==> config.mk <==
export PLATFORM = sky130hd
export DESIGN_NAME = id_ex_reg
export DESIGN_NICKNAME = d
export VERILOG_FILES = /design/src/rtl/core_pkg.sv /design/src/rtl/load_use_detect.sv /design/src/rtl/id_ex_reg.sv
export SDC_FILE = /design/constraint.sdc
export NUM_CORES = 1
export LEC_CHECK = 0
export ABC_AREA = 1
export BUFFER_PORTS_ARGS = -buffer_cell sky130_fd_sc_hd__buf_2
export CORE_ASPECT_RATIO = 0.9
export CORE_MARGIN = 4
export CORE_UTILIZATION = 50
export CTS_CLUSTER_SIZE = 40
export DETAILED_ROUTE_END_ITERATION = 16
export PLACE_DENSITY = 0.88
export SLEW_MARGIN = 10
export SYNTH_ARGS = -nofsm -noshare
export SYNTH_HDL_FRONTEND = slang
export SYNTH_HIERARCHICAL = 1
export SYNTH_SLANG_ARGS = --single-unit
==> constraint.sdc <==
create_clock -name clk -period 4.4 [get_ports clk]
set_input_delay 0.66 -clock clk [delete_from_list [all_inputs] [get_ports clk]]
set_output_delay 0.66 -clock clk [all_outputs]
set_load 0.1 [all_outputs]
==> src/rtl/core_pkg.sv <==
// Shared RV32 core types: widths, ALUOp encodings, control bundle.
// Used by the ID/EX register and its hazard detector.
package core_pkg;

  localparam int XLEN   = 32;
  localparam int REG_AW = 5;

  localparam logic [1:0] ALUOP_ADD   = 2'b00;
  localparam logic [1:0] ALUOP_SUB   = 2'b01;
  localparam logic [1:0] ALUOP_RTYPE = 2'b10;

  typedef struct packed {
    logic       ALUSrc;
    logic       MemRead;
    logic       MemWrite;
    logic       RegWrite;
    logic       MemtoReg;
    logic       Branch;
    logic [1:0] ALUOp;
  } ctrl_t;

  localparam ctrl_t CTRL_NOP = '0;

  function automatic ctrl_t gate_ctrl(
    input ctrl_t c,
    input logic  v
  );
    return v ? c : CTRL_NOP;
  endfunction

endpackage

==> src/rtl/load_use_detect.sv <==
// Load-use hazard compare between the load in EX and the operands in ID.
// Suppressed while the pipe is held or squashed.
module load_use_detect #(
  parameter int REG_AW = 5
) (
  input  logic              ex_valid,
  input  logic              ex_mem_read,
  input  logic [REG_AW-1:0] ex_rd,
  input  logic              id_valid,
  input  logic [REG_AW-1:0] id_rs1,
  input  logic [REG_AW-1:0] id_rs2,
  input  logic              stall,
  input  logic              flush,
  output logic              load_use_stall
);

  logic rd_nz;
  logic hit;

  always_comb begin
    rd_nz = |ex_rd;
    hit   = (ex_rd == id_rs1) | (ex_rd == id_rs2);
    load_use_stall = ex_valid & ex_mem_read & rd_nz
                   & id_valid & hit
                   & ~stall & ~flush;
  end

endmodule

==> src/rtl/id_ex_reg.sv <==
// ID/EX pipeline register with load-use bubble insertion.
// Optional ID_EX_BUBBLE_CNT_EN adds a load-use bubble counter.
module id_ex_reg
  import core_pkg::*;
#(
  parameter int XLEN   = core_pkg::XLEN,
  parameter int REG_AW = core_pkg::REG_AW
) (
  input  logic              clk,
  input  logic              reset_n,
  input  logic              stall,
  input  logic              flush,
  input  logic              id_valid,
  input  logic [XLEN-1:0]   id_pc,
  input  logic [XLEN-1:0]   id_rs1_data,
  input  logic [XLEN-1:0]   id_rs2_data,
  input  logic [XLEN-1:0]   id_imm,
  input  logic [REG_AW-1:0] id_rs1,
  input  logic [REG_AW-1:0] id_rs2,
  input  logic [REG_AW-1:0] id_rd,
  input  logic              id_funct7_bit_6,
  input  logic [2:0]        id_funct3,
  input  logic [1:0]        id_ALUOp,
  input  logic              id_ALUSrc,
  input  logic              id_MemRead,
  input  logic              id_MemWrite,
  input  logic              id_RegWrite,
  input  logic              id_MemtoReg,
  input  logic              id_Branch,
  output logic              ex_valid,
  output logic [XLEN-1:0]   ex_pc,
  output logic [XLEN-1:0]   ex_rs1_data,
  output logic [XLEN-1:0]   ex_rs2_data,
  output logic [XLEN-1:0]   ex_imm,
  output logic [REG_AW-1:0] ex_rs1,
  output logic [REG_AW-1:0] ex_rs2,
  output logic [REG_AW-1:0] ex_rd,
  output logic              ex_funct7_bit_6,
  output logic [2:0]        ex_funct3,
  output logic [1:0]        ex_ALUOp,
  output logic              ex_ALUSrc,
  output logic              ex_MemRead,
  output logic              ex_MemWrite,
  output logic              ex_RegWrite,
  output logic              ex_MemtoReg,
  output logic              ex_Branch,
  output logic              load_use_stall
`ifdef ID_EX_BUBBLE_CNT_EN
  ,
  output logic [31:0]       bubble_count
`endif
);

  ctrl_t id_ctrl;

  logic              valid_q, valid_d;
  logic [XLEN-1:0]   pc_q, pc_d;
  logic [XLEN-1:0]   rs1_data_q, rs1_data_d;
  logic [XLEN-1:0]   rs2_data_q, rs2_data_d;
  logic [XLEN-1:0]   imm_q, imm_d;
  logic [REG_AW-1:0] rs1_q, rs1_d;
  logic [REG_AW-1:0] rs2_q, rs2_d;
  logic [REG_AW-1:0] rd_q, rd_d;
  logic              f7_q, f7_d;
  logic [2:0]        f3_q, f3_d;
  ctrl_t             ctrl_q, ctrl_d;

  logic bubble;

  load_use_detect #(
    .REG_AW(REG_AW)
  ) u_lud (
    .ex_valid      (valid_q),
    .ex_mem_read   (ctrl_q.MemRead),
    .ex_rd         (rd_q),
    .id_valid      (id_valid),
    .id_rs1        (id_rs1),
    .id_rs2        (id_rs2),
    .stall         (stall),
    .flush         (flush),
    .load_use_stall(load_use_stall)
  );

  always_comb begin
    id_ctrl          = CTRL_NOP;
    id_ctrl.ALUSrc   = id_ALUSrc;
    id_ctrl.MemRead  = id_MemRead;
    id_ctrl.MemWrite = id_MemWrite;
    id_ctrl.RegWrite = id_RegWrite;
    id_ctrl.MemtoReg = id_MemtoReg;
    id_ctrl.Branch   = id_Branch;
    id_ctrl.ALUOp    = id_ALUOp;
  end

  // load_use_stall is already masked by stall/flush
  assign bubble = flush | load_use_stall;

  always_comb begin
    valid_d    = valid_q;
    pc_d       = pc_q;
    rs1_data_d = rs1_data_q;
    rs2_data_d = rs2_data_q;
    imm_d      = imm_q;
    rs1_d      = rs1_q;
    rs2_d      = rs2_q;
    rd_d       = rd_q;
    f7_d       = f7_q;
    f3_d       = f3_q;
    ctrl_d     = ctrl_q;
    if (bubble) begin
      valid_d    = 1'b0;
      pc_d       = '0;
      rs1_data_d = '0;
      rs2_data_d = '0;
      imm_d      = '0;
      rs1_d      = '0;
      rs2_d      = '0;
      rd_d       = '0;
      f7_d       = 1'b0;
      f3_d       = '0;
      ctrl_d     = CTRL_NOP;
    end else if (!stall) begin
      valid_d    = id_valid;
      pc_d       = id_pc;
      rs1_data_d = id_rs1_data;
      rs2_data_d = id_rs2_data;
      imm_d      = id_imm;
      rs1_d      = id_rs1;
      rs2_d      = id_rs2;
      rd_d       = id_rd;
      f7_d       = id_funct7_bit_6;
      f3_d       = id_funct3;
      ctrl_d     = gate_ctrl(id_ctrl, id_valid);
    end
  end

  always_ff @(posedge clk or negedge reset_n) begin
    if (!reset_n) begin
      valid_q    <= 1'b0;
      pc_q       <= '0;
      rs1_data_q <= '0;
      rs2_data_q <= '0;
      imm_q      <= '0;
      rs1_q      <= '0;
      rs2_q      <= '0;
      rd_q       <= '0;
      f7_q       <= 1'b0;
      f3_q       <= '0;
      ctrl_q     <= CTRL_NOP;
    end else begin
      valid_q    <= valid_d;
      pc_q       <= pc_d;
      rs1_data_q <= rs1_data_d;
      rs2_data_q <= rs2_data_d;
      imm_q      <= imm_d;
      rs1_q      <= rs1_d;
      rs2_q      <= rs2_d;
      rd_q       <= rd_d;
      f7_q       <= f7_d;
      f3_q       <= f3_d;
      ctrl_q     <= ctrl_d;
    end
  end

`ifdef ID_EX_BUBBLE_CNT_EN
  logic [31:0] cnt_q, cnt_d;

  always_comb begin
    cnt_d = cnt_q;
    if (load_use_stall) cnt_d = cnt_q + 32'd1;
  end

  always_ff @(posedge clk or negedge reset_n) begin
    if (!reset_n) cnt_q <= '0;
    else          cnt_q <= cnt_d;
  end

  assign bubble_count = cnt_q;
`endif

  assign ex_valid        = valid_q;
  assign ex_pc           = pc_q;
  assign ex_rs1_data     = rs1_data_q;
  assign ex_rs2_data     = rs2_data_q;
  assign ex_imm          = imm_q;
  assign ex_rs1          = rs1_q;
  assign ex_rs2          = rs2_q;
  assign ex_rd           = rd_q;
  assign ex_funct7_bit_6 = f7_q;
  assign ex_funct3       = f3_q;
  assign ex_ALUOp        = ctrl_q.ALUOp;
  assign ex_ALUSrc       = ctrl_q.ALUSrc;
  assign ex_MemRead      = ctrl_q.MemRead;
  assign ex_MemWrite     = ctrl_q.MemWrite;
  assign ex_RegWrite     = ctrl_q.RegWrite;
  assign ex_MemtoReg     = ctrl_q.MemtoReg;
  assign ex_Branch       = ctrl_q.Branch;

endmodule

==> results of run 1 <==
-- stage by stage --
stage | cell area, um^2 | hold WS, ns | cells
final | 8630 | 0.364 | 1207
after global routing | 8630 | 0.429 | 1207
after CTS | 8630 | 0.382 | 1207
after detailed placement | 8000 | 0.495 | 1175
after global placement | 8000 | 0.483 | 1175
after floorplan | 6470 | 0.364 | 742
-- cell usage after synthesis --
master | number | area (um^2)
a21oi_2 | 1 | 8.76
buf_1 | 1 | 3.75
buf_2 | 29 | 145
buf_4 | 17 | 128
buf_6 | 4 | 45.0
clkbuf_1 | 2 | 7.51
dfrtp_1 | 156 | 3900
inv_1 | 18 | 67.6
inv_2 | 2 | 7.51
nand2_1 | 36 | 135
nand3_1 | 21 | 105
nor2_1 | 302 | 1130
nor2_2 | 1 | 6.26
nor3_1 | 1 | 5.00
nor4_1 | 1 | 6.26
o21ai_0 | 120 | 601
o21ai_1 | 27 | 135
xnor2_1 | 2 | 17.5
xor2_1 | 1 | 8.76
-- worst register-to-register path, delay by kind of cell (launching register included) --
family                 cells  cell delay (ns)
flip-flops                 1             0.44
AO/OA/AOI/OAI              2             0.43
AND/OR/NAND/NOR            5             0.71
buffers and inverters      1             0.41
-- flip-flops by register name, summed over array words and instances (netlist names), 2 cells and up --
name	flops
ex_rs1	5
ex_rd	5
ex_rs1_data	32
ex_pc	32
ex_imm	32
ex_funct3	3
ex_ALUOp	2
ex_rs2_data	32
ex_rs2	5
-- power groups by stage --
| stage | logic, mW | registers (mW) | clock network [mW] |
|---|---|---|---|
| 2_1_floorplan | 0.192 | 2.28 | 0 |
| 6_report | 1.12 | 1.58 | 1.54 |
| 3_3_place_gp | 1.11 | 1.60 | 0 |
| 5_1_grt | 1.17 | 1.59 | 1.63 |
| 4_1_cts | 1.12 | 1.58 | 1.57 |
| 3_5_place_dp | 1.12 | 1.60 | 0 |
-- how the worst max path moves through the flow --
stage	from	cells after the start	slack [ns]	to
6_report	stall	5	1.70	load_use_stall
2_1_floorplan	ex_rd[2]	11	1.31	ex_MemRead
3_3_place_gp	stall	5	1.74	load_use_stall
3_5_place_dp	stall	5	1.71	load_use_stall
4_1_cts	stall	5	1.71	load_use_stall
5_1_grt	stall	5	1.60	load_use_stall
-- area by class of cell --
type                    instances  area [um^2]
fillers                      1007         4060
multi-input cells             513         2170
repair buffers                322         1650
clock buffers                  22          464
clock inverters                10          164
flip-flops and latches        156         3900
well taps                     164          205
inverters                      20         77.6
-- metal layers --
layer  vias up  global-route usage [%]  wire length, um
li1       2927                       -                -
met1      2782                    29.2             6950
met2       289                    42.1             9510
met3        41                    8.34             1840
met4         2                    10.9              514
met5         -                       0               12
-- kinds of logic after synthesis --
family	Yosys count	share of synthesized area [%]
flops	156	60.3
xor+xnor	3	0.406
compound gates	148	11.5
buf+inv	73	6.25
simple gates	362	21.5
==> metrics.txt, run 1 <==
status=completed; reg2reg start=ex_rd[4]; routed len/inst=between 15 and 20 um; hold buffers post-CTS=0; maximum root-to-sink buffer count=2; #FFs+latches synth=about 160; CTS tree=built; Sink Count=about 160; sequential share of power=37.3%; initial antenna violation count=1; RSZ-0062 raised after global routing=no; combinational share of power=a little over a quarter; Max transition margin=29.0%; leakage=4.85 nW; Die W=between 100 and 150 um; Yosys warnings=6; vias in the first global route=5932; DR iter-0 viols=between 300 and 400; final slew viol count=0; Worst Path Class, Setup=primary input to primary output; mean post-synth cell area=8.72 um^2; postcts setup bufs=0; CTS buffer count=17; worst-margin pin slew=approximately 1.1 ns; H-tree Lvls=4; layout cells sized above 1=34.0%; Buf/Inv on CP=2; Power Dens Cells=491 nW/um^2; Max rail drop VDD=0.301 mV; WL final=18.8 mm; Max Cap Viol=0; Sw Pwr=1.54 mW; Die Height=116 um; Sw Share=around 36%; required time worst endpoint=3.74 ns; synthesis-to-layout area growth=33.4%; Post-Syn Nets=around 900; dpl hpwl=12.6 mm; kind of cell adding the most delay to the critical path=buffers and inverters; Diodes inserted=0; IO Port Bufs=316; routed vias=6041; clk_skew=roughly 0.0076 ns; Final Power=4.23 mW; max incr delay on CP=0.47 ns; Nets=around 1200; Synth Cell Area=6470 um^2; Fmax achieved=370 MHz; CP Cell Sequence=buf_4 > nor4_1 > nand2_1 > a21oi_2 > buf_2; clock root buffer=clkbuf_16; R2R depth=8; worst flop-to-flop path endpoint=ex_rs2_data[8]; slowest CP cell=buf_2; remaining antenna violation count after routing=0; setup slack, reg-to-reg=2.33 ns; Overflow after GRT=0; CP startpoint kind=primary input; total negative setup slack=0 ns; Yosys cell types=19; commonest cells after routing, fill and taps aside=buf_2 (314), nor2_1 (302), dfrtp_1 (156); CORE AREA=between 10000 and 15000 um^2; Critical Path End Type=primary output; Top Ports=317; Seq/Total Area, Yosys=around 60%; Int Power=~2.7 mW; min cycle time layout=2.70 ns; CP Max Fanout=43; Hold WC Path Type=primary input to asynchronous set/reset pin; DRC violations left=0; Skew-Pair Late Insertion Delay=roughly 0.4 ns; global-route wire length before repair=between 20 and 30 mm; commonest non-fill, non-tap cell in the layout=buf_2; dpl ws=1.71 ns; Placement Rows=39; largest net degree at the start of global routing=166; Setup WS post-layout=around 1.7 ns; total iterations of the first detailed-routing run=5; total global-route track usage=24.9%; share of the core filled with cells=68.0%; Crit path arrival time=2.04 ns; Via density=roughly 5; final period utilization=61.4%; Final Wtd Congestion=0.836; die footprint=approximately 15000 um^2; Worst-path clk slew=0.06 ns; clock network power share=between 30% and 40%; Post-Syn Instances=742; effective utilization at floorplan=51.0%; cts repair resizes=0; final hold vios=0; Finish-stage setup viols=0
No activity file was read; power rests on OpenSTA's default activity.
==> run 2: changes to the inputs <==
--- a/config.mk
+++ b/config.mk
@@ -5,14 +5,14 @@
 export SDC_FILE = /design/constraint.sdc
 export NUM_CORES = 1
 export LEC_CHECK = 0
-export ABC_AREA = 1
+export ABC_AREA = 0
 export BUFFER_PORTS_ARGS = -buffer_cell sky130_fd_sc_hd__buf_2
 export CORE_ASPECT_RATIO = 0.9
 export CORE_MARGIN = 4
-export CORE_UTILIZATION = 50
+export CORE_UTILIZATION = 42
 export CTS_CLUSTER_SIZE = 40
 export DETAILED_ROUTE_END_ITERATION = 16
-export PLACE_DENSITY = 0.88
+export PLACE_DENSITY = 0.78
 export SLEW_MARGIN = 10
 export SYNTH_ARGS = -nofsm -noshare
 export SYNTH_HDL_FRONTEND = slang
==> constraint.sdc (replaced) <==
create_clock -name clk -period 2.39 [get_ports clk]
set_input_delay 0.3585 -clock clk [delete_from_list [all_inputs] [get_ports clk]]
set_output_delay 0.3585 -clock clk [all_outputs]
set_load 0.1 [all_outputs]
==> run 2 against run 1 <==
Compared with the run above:
- setup slack lost 1.5 ns
- critical path type is now flip-flop to primary output
- wire length is 10% lower
- worst hold slack got worse by 0.17 ns
- highest routed layer is now met4
- largest power group is now clock
- critical path depth is 1 lower
- core utilization is 10 points lower
==> metrics.txt, run 2 <==
Synth Flop Type=dfrtp_1 (unchanged); mean post-synth cell area=12.6 um^2 (was 8.72 um^2); Diodes inserted=0 (unchanged); Buf/Inv on CP=1 (was 2); top cells by count, synth=dfrtp_1 (156), mux2i_1 (148), nor2_1 (148) (was nor2_1 (302), dfrtp_1 (156), o21ai_0 (120)); die footprint=18000 um^2 (was 14800 um^2); crit path launch=ex_rd[4] (was stall); Placement Rows=43 (was 39); Top Ports=317 (unchanged); Die Height=128 um (was 116 um); Max rail drop VDD=0.730 mV (was 0.301 mV); status=completed (unchanged); synthesis-to-layout area growth=33.8% (was 33.4%); CORE AREA=15500 um^2 (was 12700 um^2); cell with the most instances after synthesis=dfrtp_1 (was nor2_1); Reg area=3920 um^2 (was 3900 um^2); leakage=5.10 nW (was 4.85 nW); CP Max Fanout=5 (was 43); Power Dens Cells=881 nW/um^2 (was 491 nW/um^2); H-tree Lvls=4 (unchanged); CP Cell Sequence=or4_1 > o211ai_2 > a21oi_4 > buf_12 (was buf_4 > nor4_1 > nand2_1 > a21oi_2 > buf_2); worst-margin pin slew=1.39 ns (was 1.07 ns); Skew-Pair Late Insertion Delay=0.41 ns (about the same); RSZ-0062 raised after global routing=no (unchanged); area leader, netlist=dfrtp_1 (unchanged); CP startpoint kind=flip-flop (was primary input); total global-route track usage=18.5% (was 24.9%); IO Port Bufs=316 (unchanged); Worst Path Class, Setup=flip-flop to primary output (was primary input to primary output); DR iter-0 viols=141 (was 336); final hold vios=0 (unchanged); Yosys cell types=19 (unchanged); Yosys warnings=6 (unchanged); Finish-stage setup viols=0 (unchanged); CTS buffer count=17 (unchanged); required time worst endpoint=2.03 ns (was 3.74 ns); initial antenna violation count=0 (was 1); routed len/inst=16.0 um (was 15.6 um); Multi-input gate area=2330 um^2 (was 2170 um^2); max incr delay on CP=0.54 ns (was 0.47 ns); post-synth top area share=58.4% (was 60.3%); number of flops mapped to enable cells by yosys=0 (unchanged); reg2reg start=ex_rd[4] (unchanged); top post-synthesis cells by area=dfrtp_1 (58%), mux2i_1 (22%), nor2_1 (8.3%) (was dfrtp_1 (60%), nor2_1 (18%), o21ai_0 (9.3%)); dpl hpwl=12.3 mm (was 12.6 mm); hold path startpoint=id_rs1_data[28]; remaining antenna violation count after routing=0 (unchanged); #FFs+latches synth=156 (unchanged); final period utilization=approximately 93%; setup slack, reg-to-reg=0.21 ns (was 2.33 ns); commonest cells after routing, fill and taps aside=buf_2 (313), dfrtp_1 (149), mux2i_1 (148), nor2_1 (148), clkbuf_16 (17) (was buf_2 (314), nor2_1 (302), dfrtp_1 (156)); fin area=8940 um^2 (was 8630 um^2); total iterations of the first detailed-routing run=4 (was 5); postcts setup bufs=0 (unchanged); largest net degree at the start of global routing=165 (was 166); Max transition margin=7.00% (was 29.0%); layout cells sized above 1=42.6% (was 34.0%); global-route wire length before repair=26.4 mm (was 29.3 mm); clock root buffer=clkbuf_16 (unchanged); Max Cap Viol=0 (unchanged); Via density=4.71 (was 5.00); Fin Hold WS=0.193 ns (was 0.364 ns); hold buffers post-CTS=1 (was 0); CTS tree=built (unchanged); Fmax achieved=448 MHz; effective utilization at floorplan=43.1% (was 51.0%); Overflow after GRT=0 (unchanged); WL final=16.9 mm (was 18.8 mm); Post-Syn Nets=692 (was 902); Seq/Total Area, Yosys=58.4% (was 60.3%); Sink Count=156 (unchanged); DRC violations left=0 (unchanged); cts repair resizes=0 (unchanged); vias in the first global route=5042 (was 5932); final slew viol count=0 (unchanged); Crit path arrival time=1.87 ns (was 2.04 ns); Nets=1000 (was 1190); Final Wtd Congestion=0.785 (was 0.836); Die W=141 um (was 128 um); Worst-path clk slew=0.06 ns (about the same); commonest non-fill, non-tap cell in the layout=buf_2 (unchanged); Fillers=1308 (was 1007); Synth Cell Area=6690 um^2 (was 6470 um^2); clk_skew=0.00835 ns (was 0.00763 ns); Critical Path End Type=primary output (unchanged); kind of cell adding the most delay to the critical path=simple AND/OR/NAND/NOR gates (was buffers and inverters); maximum root-to-sink buffer count=2 (unchanged); routed vias=4966 (was 6041); placed inst area=8240 um^2 (was 8000 um^2); Hold WC Path Type=primary input to flip-flop (was primary input to asynchronous set/reset pin); min cycle time layout=2.23 ns; Post-Syn Instances=532 (was 742); Async SR Flop Fraction=100% (unchanged); slowest CP cell=or4_1 (was buf_2)
## run 2: changes by cell type in the layout (fill, tap and decap cells not counted), moves of 4 or more
| cell | delta |
|---|---|
| mux2i_1 | +148 |
| nand3_1 | -19 |
| a21oi_1 | +8 |
| inv_1 | -18 |
| buf_12 | +5 |
| dfrtp_1 | -7 |
| o21ai_0 | -120 |
| o21ai_1 | -27 |
| dfrtp_4 | +4 |
| nand3b_1 | +8 |
| nand2_1 | -27 |
| nor2_1 | -154 |
| xor2_1 | +5 |
## run 2: worst paths after layout
kind / endpoint / cells after the start
max: load_use_stall / 4
min: ex_rs1_data[28] / 3
max reg2reg: ex_rs2_data[12] / 6
min reg2reg: ex_pc[19] / 2
max in group asynchronous: ex_rs1_data[17] / 3
min in group asynchronous: ex_funct7_bit_6 / 2
## run 2: worst register-to-register path, delay by kind of cell (launching register included)
family | cells | cell delay (ns)
AOI/OAI and AO/OA | 2 | 0.26
buffers and inverters | 1 | 0.24
DFF | 1 | 0.50
and+or+nand+nor | 3 | 1.10
## run 2: logic make-up after synthesis
family / synth area share, %
buf+inv: 6.94
mux: 22.2
xor+xnor: 1.31
flops: 58.4
compound gates: 0.861
simple gates: 10.3
## run 2: final cells by class
cell class,instances,area share (%)
clock buffer,21,5.15
sequential,156,43.9
clock inverter,10,2.63
timing repair buffer,325,19.5
tap,202,2.83
multi-input combinational,340,26.0
## run 2: per-layer routing
| layer | up-vias | routed length [um] | part of all wire, % | global-route usage, % |
|---|---|---|---|---|
| met5 | - | 0 | 0 | 0 |
| met4 | 0 | 193 | 1.1 | 4.50 |
| met3 | 14 | 1410 | 8.3 | 6.60 |
| met2 | 198 | 8450 | 50 | 31.3 |
| met1 | 2370 | 6850 | 41 | 22.9 |
| li1 | 2384 | - | - | - |
## run 2: report_power, final
| part | switching [mW] | total [mW] | internal [mW] |
|---|---|---|---|
| combinational | 1.47 | 1.86 | 0.387 |
| sequential | 0.0865 | 2.88 | 2.79 |
| clock | 1.02 | 3.14 | 2.12 |
## run 2: metrics by stage
step           total power [mW]  instances  util [%]  worst slack, ns  TNS [ns]
2_1_floorplan              4.39        532         -          -0.0555     -3.85
3_3_place_gp               4.77       1022      53.2            0.279         0
3_5_place_dp               4.79       1022      53.2            0.210         0
4_1_cts                    7.97       1054      57.7            0.136         0
5_1_grt                    8.18       1054      57.7           0.0826         0
6_report                   7.88       1054      57.7            0.157         0
